--- src/rtl/dac_load_arbiter.sv ---
// ----------------------------------------------------------------------------
// dac_load_arbiter
//
// Serial load engine shared by the comparator-threshold DAC (channel 0) and
// the pulse-amplitude DAC (channel 1). Each requester holds a level request
// and a word. The block grants one channel at a time, alternating when both
// ask. It then shifts the granted word MSB-first on that channel's
// enable/data/clock pins and pulses a one-cycle acknowledge when the load
// is done.
//
// Ports
//   clk                          : sole clock, rising edge
//   _reset                       : synchronous, active-low reset
//   req0, data0, ack0            : channel 0 request level, word, done pulse
//   req1, data1, ack1            : channel 1 request level, word, done pulse
//   busy                         : high from the grant until the post-load
//                                  gap ends
//   _cdac_en, cdac_din, cdac_sclk: comparator DAC serial pins
//   _pdac_en, pdac_din, pdac_sclk: pulse DAC serial pins
//
// Every output is a flop. Its next value is computed from the next state,
// so pins change on the same edge as the state they belong to.
// ----------------------------------------------------------------------------
module dac_load_arbiter #(
    parameter int WORD_BITS = 16,
    parameter int CLK_DIV   = 4
) (
    input  logic                 clk,
    input  logic                 _reset,
    input  logic                 req0,
    input  logic [WORD_BITS-1:0] data0,
    output logic                 ack0,
    input  logic                 req1,
    input  logic [WORD_BITS-1:0] data1,
    output logic                 ack1,
    output logic                 busy,
    output logic                 _cdac_en,
    output logic                 cdac_din,
    output logic                 cdac_sclk,
    output logic                 _pdac_en,
    output logic                 pdac_din,
    output logic                 pdac_sclk
);

    localparam int HALF_W = $clog2(CLK_DIV + 1);
    localparam int BIT_W  = $clog2(WORD_BITS + 1);
    localparam logic [HALF_W-1:0] HALF_RELOAD = HALF_W'(CLK_DIV - 1);
    localparam logic [BIT_W-1:0]  BIT_RELOAD  = BIT_W'(WORD_BITS);

    typedef enum logic [2:0] {
        S_IDLE,
        S_SETUP,
        S_HIGH,
        S_LOW,
        S_GAP
    } state_t;

    state_t                state_q, state_d;
    logic [HALF_W-1:0]     half_cnt_q, half_cnt_d;
    logic [BIT_W-1:0]      bit_cnt_q, bit_cnt_d;
    logic [WORD_BITS-1:0]  shift_q, shift_d;
    logic                  grant_q, grant_d;
    logic                  last_grant_q, last_grant_d;
    logic                  busy_q, busy_d;
    logic                  ack0_q, ack0_d;
    logic                  ack1_q, ack1_d;
    logic                  cdac_en_n_q, cdac_en_n_d;
    logic                  cdac_din_q, cdac_din_d;
    logic                  cdac_sclk_q, cdac_sclk_d;
    logic                  pdac_en_n_q, pdac_en_n_d;
    logic                  pdac_din_q, pdac_din_d;
    logic                  pdac_sclk_q, pdac_sclk_d;

    logic any_req;
    logic grant_sel;
    logic half_done;
    logic grant_fire;
    logic state_entry;
    logic chan_active;
    logic chan_din;
    logic chan_sclk;

    // The last GAP cycle works as an IDLE cycle. A waiting request is
    // granted on the same edge that would otherwise drop busy, so
    // back-to-back loads lose no cycle.
    assign any_req     = req0 | req1;
    assign grant_sel   = (req0 & req1) ? ~last_grant_q : req1;
    assign half_done   = (half_cnt_q == '0);
    assign grant_fire  = any_req &&
                         ((state_q == S_IDLE) || ((state_q == S_GAP) && half_done));
    assign state_entry = (state_d != state_q);

    // State register. Reset returns every pin to idle and drops a partial
    // word without acknowledging it.
    always_ff @(posedge clk) begin
        if (!_reset) begin
            state_q      <= S_IDLE;
            half_cnt_q   <= '0;
            bit_cnt_q    <= '0;
            shift_q      <= '0;
            grant_q      <= 1'b0;
            last_grant_q <= 1'b1;
            busy_q       <= 1'b0;
            ack0_q       <= 1'b0;
            ack1_q       <= 1'b0;
            cdac_en_n_q  <= 1'b1;
            cdac_din_q   <= 1'b0;
            cdac_sclk_q  <= 1'b0;
            pdac_en_n_q  <= 1'b1;
            pdac_din_q   <= 1'b0;
            pdac_sclk_q  <= 1'b0;
        end else begin
            state_q      <= state_d;
            half_cnt_q   <= half_cnt_d;
            bit_cnt_q    <= bit_cnt_d;
            shift_q      <= shift_d;
            grant_q      <= grant_d;
            last_grant_q <= last_grant_d;
            busy_q       <= busy_d;
            ack0_q       <= ack0_d;
            ack1_q       <= ack1_d;
            cdac_en_n_q  <= cdac_en_n_d;
            cdac_din_q   <= cdac_din_d;
            cdac_sclk_q  <= cdac_sclk_d;
            pdac_en_n_q  <= pdac_en_n_d;
            pdac_din_q   <= pdac_din_d;
            pdac_sclk_q  <= pdac_sclk_d;
        end
    end

    // Next state. Each timed phase lasts CLK_DIV cycles. LOW leads to GAP
    // once the bit counter has counted down every bit.
    always_comb begin
        state_d = state_q;
        case (state_q)
            S_IDLE:  if (grant_fire) state_d = S_SETUP;
            S_SETUP: if (half_done)  state_d = S_HIGH;
            S_HIGH:  if (half_done)  state_d = S_LOW;
            S_LOW:   if (half_done)  state_d = (bit_cnt_q == '0) ? S_GAP : S_HIGH;
            S_GAP:   if (half_done)  state_d = grant_fire ? S_SETUP : S_IDLE;
            default: state_d = S_IDLE;
        endcase
    end

    // Datapath and pin values for the cycle after this edge. Shifting at LOW
    // entry fills in zeros. After the final bit, din therefore reads 0
    // through the enable hold phase with no special case.
    always_comb begin
        half_cnt_d   = half_done ? half_cnt_q : half_cnt_q - HALF_W'(1);
        bit_cnt_d    = bit_cnt_q;
        shift_d      = shift_q;
        grant_d      = grant_q;
        last_grant_d = last_grant_q;
        ack0_d       = 1'b0;
        ack1_d       = 1'b0;

        if (state_entry) begin
            half_cnt_d = HALF_RELOAD;
        end

        if (grant_fire) begin
            shift_d      = grant_sel ? data1 : data0;
            grant_d      = grant_sel;
            last_grant_d = grant_sel;
            bit_cnt_d    = BIT_RELOAD;
        end else if (state_entry && (state_d == S_LOW)) begin
            shift_d   = {shift_q[WORD_BITS-2:0], 1'b0};
            bit_cnt_d = bit_cnt_q - BIT_W'(1);
        end

        if (state_entry && (state_d == S_GAP)) begin
            ack0_d = ~grant_q;
            ack1_d = grant_q;
        end

        busy_d = (state_d != S_IDLE);

        chan_active = (state_d == S_SETUP) || (state_d == S_HIGH) || (state_d == S_LOW);
        chan_din    = chan_active & shift_d[WORD_BITS-1];
        chan_sclk   = (state_d == S_HIGH);

        // Only the granted channel's pins move; the other channel stays idle.
        cdac_en_n_d = 1'b1;
        cdac_din_d  = 1'b0;
        cdac_sclk_d = 1'b0;
        pdac_en_n_d = 1'b1;
        pdac_din_d  = 1'b0;
        pdac_sclk_d = 1'b0;
        if (grant_d) begin
            pdac_en_n_d = ~chan_active;
            pdac_din_d  = chan_din;
            pdac_sclk_d = chan_sclk;
        end else begin
            cdac_en_n_d = ~chan_active;
            cdac_din_d  = chan_din;
            cdac_sclk_d = chan_sclk;
        end
    end

    assign ack0      = ack0_q;
    assign ack1      = ack1_q;
    assign busy      = busy_q;
    assign _cdac_en  = cdac_en_n_q;
    assign cdac_din  = cdac_din_q;
    assign cdac_sclk = cdac_sclk_q;
    assign _pdac_en  = pdac_en_n_q;
    assign pdac_din  = pdac_din_q;
    assign pdac_sclk = pdac_sclk_q;

endmodule

--- config.mk ---
export PLATFORM = sky130hd
export DESIGN_NAME = dac_load_arbiter
export DESIGN_NICKNAME = d
export VERILOG_FILES = /design/src/rtl/dac_load_arbiter.sv
export SDC_FILE = /design/constraint.sdc
export NUM_CORES = 1
export LEC_CHECK = 0
export CAP_MARGIN = 20
export CORE_AREA = 2 2 70 72
export DETAILED_ROUTE_END_ITERATION = 6
export DIE_AREA = 0 0 72 74
export PLACE_DENSITY = 0.84
export SYNTH_ARGS = -nofsm -noshare
export SYNTH_HDL_FRONTEND = slang
export SYNTH_SLANG_ARGS = --single-unit
--- constraint.sdc ---
create_clock -name clk -period 1.8 [get_ports clk]
set_input_delay 0.27 -clock clk [delete_from_list [all_inputs] [get_ports clk]]
set_output_delay 0.27 -clock clk [all_outputs]
set_load 0.05 [all_outputs]
==> flow_summary.yaml <==
yosys:
  post_synth_main_area_contributors: "dfxtp_1 (38%), a21oi_1 (11%), nand2_1 (5.0%)"
  syn_avg_cell_area_sq_um: 8.31
  synth_seq_cells: 38
  syn_nets: 282
  synth_top_cell_area_share_pct: 37.8
  number_of_warnings_issued_by_yosys: 0
  synth_async_sr_flop_share_pct: 0
  synth_edf_count: 0
  netlist_top_cells_count: "a21oi_1 (44), dfxtp_1 (38), nand2_1 (27), nand3_1 (20), nor2_1 (12)"
  syn-instance-count: 242
  ys_seq_area_share_pct: 37.8
  syn_area_sq_um: 2010
  yosysMostFrequentCell: "a21oi_1"
  netlist-cell-type-count: 60
  synth-main-ff-cell: "dfxtp_1"
  post-synth-top-area-cell: "dfxtp_1"
power_and_ir_drop:
  worst_ir_drop_vdd_mv: 0.424
  fin_total_pwr_uw: 2700
  power-per-cell-area_nw_per_um2: 955
  cellLeakagePower_uw: 0.00107
floorplanning:
  design.die.area_sq_um: 5330
  dieWidth_um: 72
  floorplan.rows: 25
  placeableCoreArea_sq_um: 4600
  floorplan.initialDensity_pct: 43.7
  io_pins: 45
  die_height_um: 74
worst_setup_path:
  crit_type: "register to register"
  crit_chain: "inv_2 > ha_4 > nor2b_1 > buf_4 > buf_12 > mux2i_2 > nor2_1 > nor2_2 > and3b_1"
  timing.reg2reg.worst_path_depth: 9
  crit_path_top_delay_cell: "dfxtp_2"
  timing.critical_path.from_type: "register"
  crit_path_start: "half_cnt_q[1]"
  timing.critical_path.depth: 9
  worst_ep_required_time_ns: 1.99
  worst_path_max_stage_delay_ns: 0.33
  critical_path.top_delay_family: "simple AND/OR/NAND/NOR gates"
  critical_path.reg2reg.endpoint: "ack1"
  critical_path.reg2reg.startpoint: "half_cnt_q[1]"
  critical_path_peak_fanout: 7
  cp-endpoint: "ack1"
  worst-endpoint-arrival_ns: 1.94
  timing.critical_path.to_type: "register"
  worst-path-buf-inv: 3
  regToRegSetupSlack_ns: 0.05
route:
  postRouteAntennaNets: 0
  vias: 1955
  met1_wl_um: 2150
  initialDrtViolationCount: 137
  route.top_layer_used: "met4"
  via_per_inst: 5.51
  drt-wirelength-per-cell_um: 14.8
  drt-total-wl_um: 5240
  drc_violations_left: 0
  routed-wl-met2_um: 2710
  met3_wirelength_um: 252
  pre_repair_dr_iteration_count: 4
grt:
  grt_pass1_wl_um: 8210
  grt_start_max_net_pins: 29
  gr-usage-all-layers_pct: 19.7
  first_global_vias: 1850
  antenna_found_initial: 0
  grt_overflow_total: 0
layout:
  layout-drive-gt1-share_pct: 22.3
  num-nets-final: 341
  area_growth_pct: 40.5
  post_layout_nonfiller_instances: 355
  num_antenna_cells: 0
timing:
  maxClockFrequency_ghz: 0.571
  timing_max_transition_violations_final: 0
  finClkSkew_ns: 0.00449
  setup-violations-final: 0
  maxSlewHeadroom_pct: 66.5
  worst_slew_pin_slew_ns: 0.502
  finalSetupTns_ns: 0
  rsz0062_at_grt: "yes"
  layout_min_cycle_time_ns: 1.75
  final_cycle_utilization_of_the_critical_path_pct: 97.3
  finalHoldViolCount: 0
  hold_ws_ns: 0.492
place:
  io_buffer_count: 44
  routabilityCongestion: 0.934
  dp_hpwl_um: 3500
  dpl.cell_count: 341
cts:
  cts_buffer_depth: 2
  cts_tree: "built"
  clock_insertion_delay_worst_skew_ns: 0.29
  reg_clk_slew_reported_paths_ns: 0.07
  clock-root-buffer: "clkbuf_8"
  ctsHtreeMaxLevel: 2
  clock-sinks: 38
  numCtsBuffers: 5
status:
  outcome: "finished, final reports clean"
min_path:
  hp-class: "register to register"
  hold_start: "grant_q"
flow_run:
  cap_violations: 0
layout by cell type (no fill, tap or decap), drive strengths merged, types with 2 or more instances in the layout:
cell and count:
a211oi 2, a21oi 51, a221oi 2, and2 2
buf 24, clkbuf 7, clkdlybuf4s50 44, dfxtp 38
ha 4, inv 7, nand2 27, nand2b 4
nand3 20, nor2 14, nor2b 2, nor3 4
nor4b 2, o21ai 17, or2 2, xnor2 2
xor2 4
power by group:
part / switching, uW / leakage (uW) / internal, uW / total, uW
Clock: 278 / 0.0000383 / 266 / 544
Combinational: 580 / 0.000718 / 522 / 1100
Sequential: 90.1 / 0.000313 / 961 / 1050
per-stage QoR:
step	setup slack, ns	area (sq um)	utilization, %
5_1_grt	-0.0664	2830	61.4
6_report	0.0493	2830	61.4
4_1_cts	-0.0107	2690	58.5
2_1_floorplan	0.130	2010	-
3_5_place_dp	-0.104	2580	56.1
3_3_place_gp	-0.0228	2580	56.1
state kept, by name, summed over array words and instances, names as in the netlist:
register and flops:
_cdac_en 1, busy 1, bit_cnt_q 5, half_cnt_q 3, state_q 3, cdac_din 1, pdac_sclk 1, grant_q 1
cdac_sclk 1, ack0 1, _pdac_en 1, last_grant_q 1, ack1 1, shift_q 16, pdac_din 1
worst register-to-register path, stage by stage, from the launching register on:
cell and delay, ns:
dfxtp_2 0.33, inv_2 0.05, ha_4 0.16, nor2b_1 0.12, buf_4 0.17, buf_12 0.13
mux2i_2 0.18, nor2_1 0.09, nor2_2 0.21, and3b_1 0.20
cell families (layout without fill, tap and decap cells):
family | count (synthesis) | count (layout) | synth area share [%]
muxes | 1 | 1 | 0.498
AOI/OAI and AO/OA | 88 | 88 | 28.3
adders and majority gates | 4 | 4 | 2.49
DFF | 38 | 38 | 37.8
xor gates and xnor gates | 6 | 6 | 2.61
buffers and inverters | 23 | 82 | 6.53
and+or+nand+nor | 82 | 82 | 21.7
timing repair:
item / in CTS / in global routing
pin swaps: 2 / 5
gates cloned: 0 / 0
resized for setup: 3 / 18
setup buffers: 2 / 5
hold buffers: 0 / 0
setup endpoints to repair: 4 / 28
area by class of cell:
type                    instances  area, sq um
fillers                       388         1770
multi-input cells             181         1210
flip-flops and latches         38          763
repair buffers                 68          682
clock buffers                   7         76.3
well taps                      54         67.6
inverters                       7         28.8
worst min path at each step:
stage,to,slack (ns),depth (start not counted)
after floorplan,_cdac_en,0.36,1
after global placement,shift_q[0],0.48,2
after detailed placement,ack0,0.49,1
after CTS,ack0,0.49,1
after global routing,ack0,0.52,1
final,ack0,0.49,1
metal layers:
| layer | vias to the layer above | global-route usage (%) |
|---|---|---|
| li1 | 981 | - |
| met1 | 886 | 22.9 |
| met2 | 75 | 34.8 |
| met3 | 13 | 5.69 |
| met4 | 0 | 7.34 |
| met5 | - | 0 |
No activity file was read; power rests on OpenSTA's default activity.
